[config.mk]
export PLATFORM = sky130hd
export DESIGN_NAME = seg_display_arbiter
export DESIGN_NICKNAME = d
export VERILOG_FILES = /design/src/rtl/seg_disp_pkg.sv /design/src/rtl/rr_arbiter.sv /design/src/rtl/seg_display_arbiter.sv
export SDC_FILE = /design/constraint.sdc
export NUM_CORES = 1
export LEC_CHECK = 0
export CAP_MARGIN = 25
export CORE_MARGIN = 2
export CORE_UTILIZATION = 30
export CTS_CLUSTER_SIZE = 28
export DETAILED_ROUTE_END_ITERATION = 12
export HOLD_SLACK_MARGIN = 0.02
export MAX_ROUTING_LAYER = met4
export SLEW_MARGIN = 20
export SYNTH_ARGS = -nofsm -noshare
export SYNTH_HDL_FRONTEND = slang
export SYNTH_HIERARCHICAL = 1
export SYNTH_SLANG_ARGS = --single-unit
[constraint.sdc]
create_clock -name clk -period 5 [get_ports clk]
set_input_delay 1 -clock clk [delete_from_list [all_inputs] [get_ports clk]]
set_output_delay 1 -clock clk [all_outputs]
set_load 0.01 [all_outputs]
[src/rtl/seg_disp_pkg.sv]
// Shared types and constants for the seven-segment display arbiter.
package seg_disp_pkg;

  localparam int DISP_DIGITS  = 8;
  localparam int DISP_VALUE_W = 32;

  // IDLE: no dwell active, the last granted value stays on screen.
  // HOLD: dwell timer running, no grants are issued.
  typedef enum logic {
    IDLE = 1'b0,
    HOLD = 1'b1
  } state_t;

  typedef logic [DISP_DIGITS-1:0] digit_mask_t;

  // Next round-robin pointer after a grant to idx, wrapping at n.
  function automatic int unsigned rr_next(input int unsigned idx, input int unsigned n);
    return (idx + 1 >= n) ? 0 : idx + 1;
  endfunction

endpackage

[src/rtl/rr_arbiter.sv]
// Combinational round-robin pick: the first set bit of req, searching
// upward from ptr and wrapping at N. The pointer register is owned by
// the caller; this block only decodes.
module rr_arbiter #(
  parameter int N  = 4,
  parameter int IW = $clog2(N)
) (
  input  logic [N-1:0]  req,
  input  logic [IW-1:0] ptr,
  output logic [N-1:0]  grant,
  output logic [IW-1:0] idx,
  output logic          any
);

  logic [IW-1:0] probe;

  // Walk the N candidate positions starting at ptr; the first requesting one wins.
  always_comb begin
    grant = '0;
    idx   = '0;
    any   = 1'b0;
    probe = '0;
    for (int k = 0; k < N; k++) begin
      probe = IW'((int'(ptr) + k) % N);
      if (!any && req[probe]) begin
        any          = 1'b1;
        grant[probe] = 1'b1;
        idx          = probe;
      end
    end
  end

endmodule

[src/rtl/seg_display_arbiter.sv]
// Shares one 8-digit seven-segment display between NUM_REQ requesters.
// Round-robin grants, each granted value held for at least HOLD_CYCLES.
//
// Handshake: a transfer happens in any cycle where req_valid[i] and
// req_ready[i] are both 1. req_ready is combinational, one-hot, and only
// nonzero while IDLE; req_value/req_mask are sampled in that cycle only.
// Requesters must not make req_valid depend on req_ready.
//
// Timing of a grant in cycle T: the new value is on the outputs from
// T+1 through T+HOLD_CYCLES, disp_busy is 1 for T+1..T+HOLD_CYCLES-1,
// and the next grant can be issued in cycle T+HOLD_CYCLES, so the
// display never shows a value for fewer than HOLD_CYCLES cycles.
module seg_display_arbiter
  import seg_disp_pkg::*;
#(
  parameter int NUM_REQ     = 4,
  parameter int HOLD_CYCLES = 100_000_000,
  parameter int CNT_W       = $clog2(HOLD_CYCLES + 1)
) (
  input  logic                           clk,
  input  logic                           rst_n,
  input  logic [NUM_REQ-1:0]             req_valid,
  input  logic [NUM_REQ*DISP_VALUE_W-1:0] req_value,
  input  logic [NUM_REQ*DISP_DIGITS-1:0]  req_mask,
  output logic [NUM_REQ-1:0]             req_ready,
  input  logic                           pin_en,
  input  logic [$clog2(NUM_REQ)-1:0]     pin_sel,
  output logic [DISP_VALUE_W-1:0]        disp_value,
  output digit_mask_t                    disp_aen,
  output logic [$clog2(NUM_REQ)-1:0]     disp_owner,
  output logic                           disp_busy,
  output state_t                         dbg_state
);

  localparam int IDX_W = $clog2(NUM_REQ);

  state_t            state_q, state_d;
  logic [CNT_W-1:0]  cnt_q, cnt_d;
  logic [IDX_W-1:0]  ptr_q;
  logic              run_q;
  logic              take;

  logic [NUM_REQ-1:0] eligible;
  logic [NUM_REQ-1:0] arb_grant;
  logic [IDX_W-1:0]   arb_idx;
  logic               arb_any;

  // Eligibility: all valids, or only the pinned requester when pinning is on.
  // An out-of-range pin selects nobody.
  always_comb begin
    eligible = req_valid;
    if (pin_en) begin
      eligible = '0;
      if (int'(pin_sel) < NUM_REQ) begin
        eligible[pin_sel] = req_valid[pin_sel];
      end
    end
  end

  rr_arbiter #(
    .N  (NUM_REQ),
    .IW (IDX_W)
  ) u_rr (
    .req   (eligible),
    .ptr   (ptr_q),
    .grant (arb_grant),
    .idx   (arb_idx),
    .any   (arb_any)
  );

  // Next-state, dwell counter and ready decode. The counter is loaded with
  // HOLD_CYCLES-1 on a grant and the state returns to IDLE on the edge where
  // it reaches zero, which opens the grant window in cycle T+HOLD_CYCLES.
  always_comb begin
    state_d   = state_q;
    cnt_d     = cnt_q;
    req_ready = '0;
    take      = 1'b0;
    case (state_q)
      IDLE: begin
        if (run_q && arb_any) begin
          req_ready = arb_grant;
          take      = 1'b1;
          if (HOLD_CYCLES > 1) begin
            state_d = HOLD;
            cnt_d   = CNT_W'(HOLD_CYCLES - 1);
          end
        end
      end
      HOLD: begin
        if (cnt_q <= CNT_W'(1)) begin
          state_d = IDLE;
          cnt_d   = '0;
        end else begin
          cnt_d = cnt_q - CNT_W'(1);
        end
      end
      default: begin
        state_d = IDLE;
        cnt_d   = '0;
      end
    endcase
  end

  // FSM state, dwell counter and the post-reset run enable. run_q keeps
  // req_ready at zero while reset is asserted and for the first cycle after.
  always_ff @(posedge clk or negedge rst_n) begin
    if (!rst_n) begin
      state_q <= IDLE;
      cnt_q   <= '0;
      run_q   <= 1'b0;
    end else begin
      state_q <= state_d;
      cnt_q   <= cnt_d;
      run_q   <= 1'b1;
    end
  end

  // Display registers and round-robin pointer, loaded only on a transfer.
  always_ff @(posedge clk or negedge rst_n) begin
    if (!rst_n) begin
      disp_value <= '0;
      disp_aen   <= '0;
      disp_owner <= '0;
      ptr_q      <= '0;
    end else if (take) begin
      disp_value <= req_value[DISP_VALUE_W*arb_idx +: DISP_VALUE_W];
      disp_aen   <= req_mask[DISP_DIGITS*arb_idx +: DISP_DIGITS];
      disp_owner <= arb_idx;
      ptr_q      <= IDX_W'(rr_next(int'(arb_idx), NUM_REQ));
    end
  end

  assign disp_busy = (state_q == HOLD);
  assign dbg_state = state_q;

endmodule

* Word level (Yosys, flattened, before mapping)
Index checks and enable logic that the tools add are counted.
** Storage, ports and cells
- Register bits :: 73
- Output and inout bits :: 48
- Input bits :: 169
** Operators by class
- Eq/ne operators :: 1
- Reductions and logical operators :: 12
- $add $sub $neg :: 5
- Order comparisons :: 12
- Multiplexer cells :: 43
- Shift-type cells :: 2
- Bitwise gates (word level) :: 5
** Operator list (number)
- 128-bit by 8-bit indexed part select with 32-bit output :: 1
- 27-bit 2-to-1 mux :: 2
- 27-bit case mux with 2 select lines :: 1
- 32-bit by 6-bit indexed part select with 8-bit output :: 1
- 4-bit 2-to-1 mux :: 7
- 27-bit by 1-bit <= comparator with 1-bit output, second input constant :: 1
- 27-bit by 1-bit subtractor with 27-bit output, second input constant :: 1
- 1-bit 2-to-1 mux :: 17
- 2-bit by 3-bit less-than comparator with 1-bit output, second input constant :: 5
- 4-bit OR :: 3
- 1-bit binary-select mux with 2-bit select :: 5
- 1-bit demux with 2-bit select :: 5
- 2-bit by 1-bit >= comparator with 1-bit output, second input constant :: 5
- 2-bit 2-to-1 mux :: 5
- 1-bit logical AND :: 9
- 2-bit adder, second input constant :: 2
- 4-bit bitwise AND :: 1
- 2-bit by 1-bit adder with 3-bit output, second input constant :: 1
- 3-bit >= comparator, second input constant :: 1
- 1-bit zero test :: 3
- 2-bit by 1-bit adder with 2-bit output, second input constant :: 1
- 2-bit inequality test, second input constant :: 1
- 1-bit case mux with 2 select lines :: 1
- 1-bit inverter :: 1

* Longest topological paths before layout
Gate-level depths: netlist of run 1.
- Word-level depth :: 21
- Depth in mapped cells :: 13
- Depth with buffers taken out :: 9

* By module
Netlist of run 1, hierarchy kept.
** By module, submodules not included
- seg_display_arbiter :: area an instance 4340.4 sq um, times used 1, seq. area each 1826.8 sq um, cells each 440
- rr_arbiter :: area an instance 421.7 sq um, times used 1, seq. area each 0.0 sq um, cells each 45

* Least setup slack after synthesis of run 1
Ideal clock, no wire load.
- Path kind :: input -> register
- Start point :: input port pin_sel[0]
- End point :: register disp_aen[0]
- Setup slack :: 1108 ps
- Data required time :: 4883 ps
- Arrival time :: 3775 ps
- Setup time :: 117 ps
- Path buffers :: 3
- Stages :: 11
- Cell sequence :: nand2b_1 > a21boi_0 > mux4_2 > clkbuf_1 > o21ai_0 > o31ai_1 > clkbuf_1 > buf_1 > mux4_2 > nand2_1 > nand2_1
** On the way
- Elaborated cells between the ends (all ways) :: 35
- Those cells by class :: 2 x order compare; 1 x shift; 23 x mux; 1 x bitwise; 8 x reduce/logical
** RTL lines
- start, declared :: line seg_display_arbiter.sv:27 : input logic [$clog2(NUM_REQ)-1:0] pin_sel,
- 2-bit by 3-bit less-than comparator with 1-bit output (not written as such) / 2-bit by 1-bit >= comparator with 1-bit output (equally long branches) :: line seg_display_arbiter.sv:55 : eligible[pin_sel] = req_valid[pin_sel];
- 1-bit logical AND (not written as such) :: line seg_display_arbiter.sv:55
- 1-bit 2-to-1 mux (not written as such) :: line seg_display_arbiter.sv:55
- 1-bit demux with 2-bit select :: line seg_display_arbiter.sv:55
- 4-bit bitwise AND (no source line) (*)
- 4-bit 2-to-1 mux (*) :: line seg_display_arbiter.sv:52 : if (pin_en) begin
- net eligible[2] :: line seg_display_arbiter.sv:43 : logic [NUM_REQ-1:0] eligible;
- 1-bit binary-select mux with 2-bit select :: line rr_arbiter.sv:25 : if (!any && req[probe]) begin
- (+5 left out)
- 1-bit zero test :: line rr_arbiter.sv:25
- 1-bit logical AND :: line rr_arbiter.sv:25
- 1-bit 2-to-1 mux :: line rr_arbiter.sv:25
- 1-bit zero test :: line rr_arbiter.sv:25
- 1-bit logical AND :: line rr_arbiter.sv:25
- 2-bit 2-to-1 mux (*) :: line rr_arbiter.sv:25
- net arb_idx[0] :: line seg_display_arbiter.sv:45 : logic [IDX_W-1:0] arb_idx;
- 32-bit by 6-bit indexed part select with 8-bit output (*) :: line seg_display_arbiter.sv:128 : disp_aen <= req_mask[DISP_DIGITS*arb_idx +: DISP_DIGITS];
- end signal, assigned :: line seg_display_arbiter.sv:128
- end, declared :: line seg_display_arbiter.sv:29 : output digit_mask_t disp_aen,
Mark *: on every way through the listed nets, which the timed path passes. The rest lies on a longest branch. The select of a mux whose other input is x is not followed.
A chain may end at the register's enable or synchronous reset.

* Final worst setup path of run 1
- Start point :: input port pin_sel[0]
- End point :: output port req_ready[2]
** On the way
- Word-level cells in the longest chain between the ends :: 21
- Elaborated cells between the ends (all ways) :: 37
- Those cells by class :: 2 x order compare; 23 x mux; 4 x bitwise; 8 x reduce/logical
** Ends and longest elaborated chain
- 2-bit by 3-bit less-than comparator with 1-bit output (not written as such) / 2-bit by 1-bit >= comparator with 1-bit output (equally long branches) :: line seg_display_arbiter.sv:55
- 1-bit logical AND (not written as such) :: line seg_display_arbiter.sv:55
- 1-bit 2-to-1 mux (not written as such) :: line seg_display_arbiter.sv:55
- 1-bit demux with 2-bit select :: line seg_display_arbiter.sv:55
- 4-bit bitwise AND (no source line) (*)
- 4-bit 2-to-1 mux (*) :: line seg_display_arbiter.sv:52
- net eligible[2] :: line seg_display_arbiter.sv:43
- 1-bit binary-select mux with 2-bit select :: line rr_arbiter.sv:25
- (+7 left out)
- 1-bit 2-to-1 mux :: line rr_arbiter.sv:25
- 1-bit zero test :: line rr_arbiter.sv:25
- 1-bit logical AND :: line rr_arbiter.sv:25
- 1-bit 2-to-1 mux (*) :: line rr_arbiter.sv:25
- net arb_any :: line seg_display_arbiter.sv:46 : logic arb_any;
- 1-bit logical AND (*) :: line seg_display_arbiter.sv:81 : if (run_q && arb_any) begin
- 4-bit 2-to-1 mux (*) :: line seg_display_arbiter.sv:81
- 4-bit 2-to-1 mux (*) :: line seg_display_arbiter.sv:79 : case (state_q)
- end, declared :: line seg_display_arbiter.sv:25 : output logic [NUM_REQ-1:0] req_ready,
Marked as above.

==> flow_summary.rst, run 1 <==
.. list-table::
   :header-rows: 1

   * - Metric
     - Value
   * - Final cycle utilization of the critical path
     - 95.4%
   * - Iteration count of the initial detailed-routing pass
     - 5
   * - Total global-route track usage
     - 21.1%
   * - Worst endpoint data arrival time
     - about 3800 ps
   * - Crit path required time
     - 4000 ps
   * - Largest net degree at the start of global routing
     - 74
   * - First-pass GRT wire length
     - 26100 um
   * - Core ar.
     - 15700 um2
   * - Final worst clock skew
     - 8.24 ps
   * - Sequential fraction of design power
     - 34.5%
   * - Die outline area
     - 16900 um2
   * - Post-synthesis sequential area ratio
     - a little under two fifths
   * - Antenna diodes
     - 0
   * - Post-layout minimum cycle time
     - 4770 ps
   * - Power share of the clock group
     - slightly below 50%
   * - Starting density of the core
     - 30.3%
   * - Nets in the synthesized netlist
     - ~660
   * - Insertion delay of the later-clocked pin in the worst-skew pair
     - around 340 ps
   * - Setup repair after global routing missed its margin
     - false
   * - Root buffer cell
     - sky130_fd_sc_hd__clkbuf_16
   * - Max VDD drop
     - 169 uV
   * - Worst hold margin
     - roughly 470 ps
   * - Detailed Place HPWL
     - 13200 um
   * - Static Leakage
     - 3.07 nW
   * - Combinational fraction of design power
     - 17.4%
   * - Commonest cells after routing, fill and taps aside
     - sky130_fd_sc_hd__clkdlybuf4s50_1, sky130_fd_sc_hd__nand2_1, sky130_fd_sc_hd__dfrtp_1
   * - Worst Setup End Kind
     - primary output
   * - Internal reg-to-reg setup slack
     - about 1400 ps
   * - Fin Setup TNS
     - 0 ps
   * - Launching point of the worst reg2reg path
     - ptr_q[0]
   * - Depth of the CTS H-tree
     - 3
   * - Crit start category
     - primary input
   * - Number of distinct library cell variants in the gate-level netlist after synthesis
     - 56
   * - Critical register-to-register path endpoint
     - disp_value[13]
   * - Proportion of synthesized flip-flops having asynchronous set or reset
     - between 90% and 100%
   * - Number of flops mapped to enable cells by yosys
     - 0
   * - Synthesized area per cell
     - 9.82 um2
   * - Via count
     - 4699
   * - Clock net sink count
     - 73
   * - Slew Limit Fails
     - 0
   * - Startpoint of the most critical setup path
     - pin_sel[0]
   * - P&R area growth vs syn
     - 59.1%
   * - Synth Instances
     - 485
   * - Vias in the first global route
     - approximately 4700
   * - Transition time at the pin with the least slew margin
     - 805 ps
   * - Detailed router's first-iteration violation count
     - ~330
   * - Number of synthesized register bits
     - 73
   * - Weighted congestion at the end of routability-driven global placement
     - 0.915
   * - Number of vias per cell after detailed routing
     - 5.16
   * - Clock slew seen by the registers of the worst setup and hold paths
     - 60 ps
   * - Category of the most critical setup path
     - primary input to primary output
   * - Inserted Clock Buffers
     - 9
   * - Max Cap Violations
     - 0
   * - Status
     - finished, final reports clean
   * - Class of the tightest hold or removal check
     - flop to flop
   * - Worst slew margin relative to its limit
     - 46.3%
   * - WL per Instance
     - between 15 and 20 um
   * - Cell Int Power
     - 1.36 mW
   * - Routed Antenna Nets
     - 0
   * - NumNets Final
     - 867
   * - Sum of overflow across all layers after global routing
     - 0
   * - Initial antenna violation count
     - 0
   * - TritonCTS clock tree
     - built
   * - Remaining DRCs
     - 0
   * - Most used DFF post-synth
     - sky130_fd_sc_hd__dfrtp_1
   * - Highest Clock Rate
     - approximately 210 MHz
   * - Detailed Route WL
     - 17200 um
   * - Largest fanout on the critical path
     - 10
   * - Fraction of layout cells with a size suffix above 1
     - about 12%
   * - Final setup fails
     - 0
   * - Reg2Reg Depth
     - 10
   * - Number of placement rows
     - 46
   * - Yosys Warn Count
     - 6
   * - Worst setup path end
     - req_ready[2]
   * - Switching part of the total power
     - 20.6%
   * - Vertical die dimension
     - roughly 130 um
   * - Final Hold Violating Endpoints
     - 0
   * - Leading cell type in the layout, fill and taps excluded
     - sky130_fd_sc_hd__clkdlybuf4s50_1
   * - Synth Cell Area
     - 4760 um2
   * - Hold-fix buffers at CTS
     - 0
   * - Quantity of I/O buffers inserted on ports
     - ~220
   * - Switching power summed over all nets
     - 0.353 mW
   * - Max Buffers Root-to-Sink
     - 2
   * - Total power density per cell area
     - 226 nW/um2
   * - Top Ports
     - 217
   * - Die X-Extent
     - 130 um
per-layer routing:
layer  vias to the layer above  part of all wire [%]  track usage [%]
met5                         -                     0                -
met4                         0                   1.3             5.63
met3                        20                   9.2             7.91
met2                       181                    52             35.1
met1                      2300                    38             24.1
li1                       2198                     -                -
Yosys cell counts (2+ instances only):
cell type                  count  share of area [%]
sky130_fd_sc_hd__nor3_1       15                1.6
sky130_fd_sc_hd__dfrtp_1      73                 38
sky130_fd_sc_hd__o31ai_1       5               0.79
sky130_fd_sc_hd__or4_4         2               0.47
sky130_fd_sc_hd__nor4_1       12                1.6
sky130_fd_sc_hd__and3_1        2               0.26
sky130_fd_sc_hd__o221ai_1      3               0.55
sky130_fd_sc_hd__a221o_1       4               0.84
sky130_fd_sc_hd__a211o_1       2               0.37
sky130_fd_sc_hd__or3_1         4               0.53
sky130_fd_sc_hd__a211oi_1      4               0.63
sky130_fd_sc_hd__or2_2         2               0.26
sky130_fd_sc_hd__o21ai_0      19                2.0
sky130_fd_sc_hd__mux2i_1       3               0.63
sky130_fd_sc_hd__mux4_1        2                1.1
sky130_fd_sc_hd__a31oi_1      10                1.3
sky130_fd_sc_hd__mux4_2       42                 20
sky130_fd_sc_hd__nand2b_1      6               0.79
sky130_fd_sc_hd__and2_1        5               0.66
sky130_fd_sc_hd__inv_1         8               0.63
sky130_fd_sc_hd__nand2_1     146                 12
sky130_fd_sc_hd__a21oi_1      11                1.2
sky130_fd_sc_hd__a22oi_1       8                1.3
sky130_fd_sc_hd__a21boi_0      3               0.47
sky130_fd_sc_hd__buf_1         8               0.63
sky130_fd_sc_hd__nor2_1       18                1.4
sky130_fd_sc_hd__nand3_1       6               0.63
sky130_fd_sc_hd__a22o_1        2               0.37
sky130_fd_sc_hd__ha_1          8                2.1
sky130_fd_sc_hd__clkbuf_1     22                1.7
sky130_fd_sc_hd__nand4_1       4               0.53
sky130_fd_sc_hd__buf_6         2               0.47
area by class of cell:
type	count	area [um2]
repair buffers	227	2280
well taps	216	270
clock inverters	5	125
fillers	1417	8140
clock buffers	11	253
inverters	9	33.8
flip-flops and latches	73	1830
multi-input cells	370	2790
critical path, cell delays in order:
cell and delay, ps:
sky130_fd_sc_hd__clkdlybuf4s50_1 510, sky130_fd_sc_hd__nand2b_1 110, sky130_fd_sc_hd__a21boi_0 180, sky130_fd_sc_hd__mux4_2 640, sky130_fd_sc_hd__nor3_1 310, sky130_fd_sc_hd__nand2b_1 150
sky130_fd_sc_hd__nand2_1 150, sky130_fd_sc_hd__nor2_4 50, sky130_fd_sc_hd__and2_1 190, sky130_fd_sc_hd__clkdlybuf4s50_1 480
kinds of logic (layout without fill, tap and decap cells):
logic type                 count (synthesis)  in the layout  share of synthesized area (%)
AOI/OAI and AO/OA                         80             80                           11.2
DFF                                       73             73                           38.4
adders and majority gates                  8              8                           2.10
other                                      1              1                         0.0787
muxes                                     48             48                           21.8
and+or+nand+nor                          233            233                           22.7
buffers and inverters                     42            252                           3.70
per-stage QoR:
| step | setup WS (ps) | power [mW] | utilization [%] | std cells | instance area [um2] |
|---|---|---|---|---|---|
| after floorplan | 1110 | 0.731 | - | 485 | 4760 |
| after global placement | 317 | 0.896 | 45.5 | 890 | 7150 |
| after detailed placement | 157 | 0.900 | 45.5 | 890 | 7150 |
| after CTS | 159 | 1.72 | 47.9 | 906 | 7520 |
| after global routing | 27.6 | 1.78 | 48.2 | 911 | 7570 |
| final | 229 | 1.71 | 48.2 | 911 | 7570 |
registers in the layout, summed over array words and instances, names as in the netlist:
name and cells:
run_q 1, ptr_q 2, disp_aen 8, cnt_q 27, dbg_state 1, disp_value 32, disp_owner 2
what timing repair did:
item / 4_1_cts / 5_1_grt
buffers inserted: 0 / 4
endpoints found under the setup margin: 0 / 4
resized for setup: 0 / 1
power groups by stage:
| stage | registers, mW | logic, mW | clock network (mW) |
|---|---|---|---|
| after floorplan | 0.602 | 0.129 | 0 |
| after global placement | 0.602 | 0.293 | 0 |
| after detailed placement | 0.602 | 0.297 | 0 |
| after CTS | 0.592 | 0.298 | 0.830 |
| after global routing | 0.591 | 0.321 | 0.867 |
| final | 0.592 | 0.299 | 0.824 |
worst min-delay path by stage:
| stage | slack (ps) | to | start | cells after the start |
|---|---|---|---|---|
| 4_1_cts | 480 | disp_value[27] | disp_value[27] | 2 |
| 6_report | 470 | disp_value[27] | disp_value[27] | 2 |
| 3_5_place_dp | 460 | disp_value[27] | disp_value[27] | 2 |
| 2_1_floorplan | 470 | cnt_q[26] | cnt_q[26] | 1 |
| 3_3_place_gp | 460 | disp_aen[2] | disp_aen[2] | 2 |
| 5_1_grt | 490 | disp_value[22] | disp_value[22] | 2 |
Note: power is estimated with default switching activity, not from simulation.
==> inputs of run 2 (changes only) <==
--- a/config.mk
+++ b/config.mk
@@ -12,7 +12,7 @@
 export DETAILED_ROUTE_END_ITERATION = 12
 export HOLD_SLACK_MARGIN = 0.02
 export MAX_ROUTING_LAYER = met4
-export SLEW_MARGIN = 20
+export SLEW_MARGIN = 25
 export SYNTH_ARGS = -nofsm -noshare
 export SYNTH_HDL_FRONTEND = slang
 export SYNTH_HIERARCHICAL = 1
==> constraint.sdc (replaced) <==
create_clock -name clk -period 6.1 [get_ports clk]
set_input_delay 1.22 -clock clk [delete_from_list [all_inputs] [get_ports clk]]
set_output_delay 1.22 -clock clk [all_outputs]
set_load 0.01 [all_outputs]
==> flow_summary.rst, run 2 (same netlist as run 1, synthesis figures left out) <==
.. list-table::
   :header-rows: 1

   * - Metric
     - Value
   * - Quantity of I/O buffers inserted on ports
     - 216
   * - Top register by number of flip-flops
     - disp_value
   * - Die X-Extent
     - 130 um
   * - Commonest cells after routing, fill and taps aside
     - sky130_fd_sc_hd__clkdlybuf4s50_1, sky130_fd_sc_hd__nand2_1, sky130_fd_sc_hd__dfrtp_1
   * - WL per Instance
     - 18.6 um
   * - Detailed router's first-iteration violation count
     - between 300 and 400
   * - Die outline area
     - 16900 um2
   * - Fill cell count
     - 1418
   * - Worst-path cell with the longest stage delay
     - sky130_fd_sc_hd__mux4_2
   * - Final worst clock skew
     - around 6.6 ps
   * - Core ar.
     - 15700 um2
   * - P&R area growth vs syn
     - 57.5%
   * - Total power density per cell area
     - 184 nW/um2
   * - TritonCTS clock tree
     - built
   * - Vertical die dimension
     - 130 um
   * - Final cycle utilization of the critical path
     - 86.9%
   * - Clock net sink count
     - 73
   * - Final setup fails
     - 0
   * - Largest net degree at the start of global routing
     - 74
   * - Starting density of the core
     - 30.3%
   * - Weighted congestion at the end of routability-driven global placement
     - 0.887
   * - Depth of the CTS H-tree
     - 3
   * - Met1 track utilization from global routing
     - 24.0%
   * - Largest fanout on the critical path
     - 13
   * - Insertion delay of the later-clocked pin in the worst-skew pair
     - 330 ps
   * - Cells resized by post-CTS repair
     - 0
   * - Delay of the slowest cell on the worst path
     - roughly 670 ps
   * - Vias in the first global route
     - 4629
   * - Static Leakage
     - ~3 nW
   * - Highest Clock Rate
     - approximately 190 MHz
   * - Hold-fix buffers at CTS
     - 0
   * - Most Frequent Cell on Critical Path
     - sky130_fd_sc_hd__clkdlybuf4s50_1
   * - Max Buffers Root-to-Sink
     - 2
   * - Placed Cells
     - approximately 900
   * - Number of placement rows
     - 46
   * - Worst slew margin relative to its limit
     - 45.7%
   * - Post-layout minimum cycle time
     - 5300 ps
   * - Number of flip-flops in the largest register
     - 32
   * - Top Registers
     - disp_value: 32 flops, cnt_q: 27 flops, disp_aen: 8 flops
   * - Total global-route track usage
     - about 21%
   * - Number of buffer and inverter instances along the worst setup path
     - 2
   * - Fin util
     - 47.7%
   * - Detailed Place HPWL
     - 13000 um
   * - Crit start category
     - primary input
   * - Max VDD drop
     - 128 uV
   * - Transition time at the pin with the least slew margin
     - 814 ps
   * - Max Cap Violations
     - 0
   * - Crit path required time
     - 4880 ps
   * - Category of the most critical setup path
     - primary input to primary output
   * - Met3 demand-to-capacity share in global routing
     - 7.34%
   * - Slew Limit Fails
     - 0
   * - Worst endpoint data arrival time
     - around 4100 ps
   * - Post-CTS setup buffers
     - 0
   * - Class of the tightest hold or removal check
     - flop to flop
   * - Top Ports
     - 217
   * - Number of vias per cell after detailed routing
     - a little over 5
   * - Iteration count of the initial detailed-routing pass
     - 4
   * - Post-layout total power
     - 1.38 mW
   * - Detailed Route WL
     - about 17000 um
   * - Cells along the critical path
     - clkdlybuf4s50_1, nand2b_1, a21boi_0, mux4_2, nor4b_4, a22oi_1, o21ai_0, and2_1, clkdlybuf4s50_1
   * - First-pass GRT wire length
     - around 26000 um
   * - Non-filler instance count after layout
     - 905
   * - Setup repair after global routing missed its margin
     - false
   * - Leading cell type in the layout, fill and taps excluded
     - sky130_fd_sc_hd__clkdlybuf4s50_1
   * - Met2 usage
     - around a third
   * - Sum of overflow across all layers after global routing
     - 0
   * - Worst Setup End Kind
     - primary output
   * - Fraction of layout cells with a size suffix above 1
     - approximately 11%
   * - Remaining DRCs
     - 0
   * - Root buffer cell
     - sky130_fd_sc_hd__clkbuf_16
   * - Initial antenna violation count
     - 1
   * - Status
     - finished, final reports clean
   * - Most Crowded Layer GR
     - met2
   * - Via count
     - roughly 4700
   * - Fin Setup TNS
     - 0 ps
   * - Clock slew seen by the registers of the worst setup and hold paths
     - around 60 ps
   * - Inserted Clock Buffers
     - 9
   * - Routed Antenna Nets
     - 0
   * - Final Hold Violating Endpoints
     - 0
   * - NumNets Final
     - ~860
   * - Cell family contributing the most delay on the critical path
     - buffers and inverters
-- run 2: worst min-delay path, delay by kind of cell, from the launching register on --
| family | cells | cell delay (ps) |
|---|---|---|
| DFF | 1 | 340 |
| and+or+nand+nor | 2 | 100 |
-- run 2: metal layers --
layer / share of wire, % / routed length, um / up-vias
met5: 0 / 0 / -
met4: 2.2 / 365 / 0
met3: 9.2 / 1540 / 27
met2: 51 / 8640 / 178
met1: 37 / 6270 / 2299
li1: - / - / 2182
-- run 2: cell type report --
class,instances,area (um2),share of cell area [%]
Multi-Input combinational cell,370,2790,37.2
Sequential cell,73,1830,24.4
Inverter,9,33.8,0.450
Antenna cell,1,2.50,0.0334
Tap cell,216,270,3.60
Timing Repair Buffer,221,2210,29.5
Clock inverter,5,128,1.70
Clock buffer,10,239,3.19
-- run 2: final timing paths --
kind | end | from | depth (start not counted) | slack, ps
hold reg to reg | disp_value[22] | disp_value[22] | 2 | 470
setup reg to reg | disp_value[8] | ptr_q[0] | 10 | 2520
setup / recovery | req_ready[0] | pin_sel[0] | 9 | 800
hold / removal | disp_value[22] | disp_value[22] | 2 | 470
min in group asynchronous | cnt_q[10] | rst_n | 1 | 880
max in group asynchronous | disp_value[6] | rst_n | 1 | 4720
-- run 2: report_power, final --
part           switching, mW  internal, mW
combinational         0.0743         0.164
clock                  0.208         0.450
sequential          0.000310         0.485
-- run 2: through the flow --
stage,setup slack (ps),hold slack (ps),instance area (um2)
after global placement,967,460,7130
after CTS,834,475,7490
after floorplan,1800,471,4760
after global routing,586,494,7500
final,799,473,7500
after detailed placement,829,462,7130
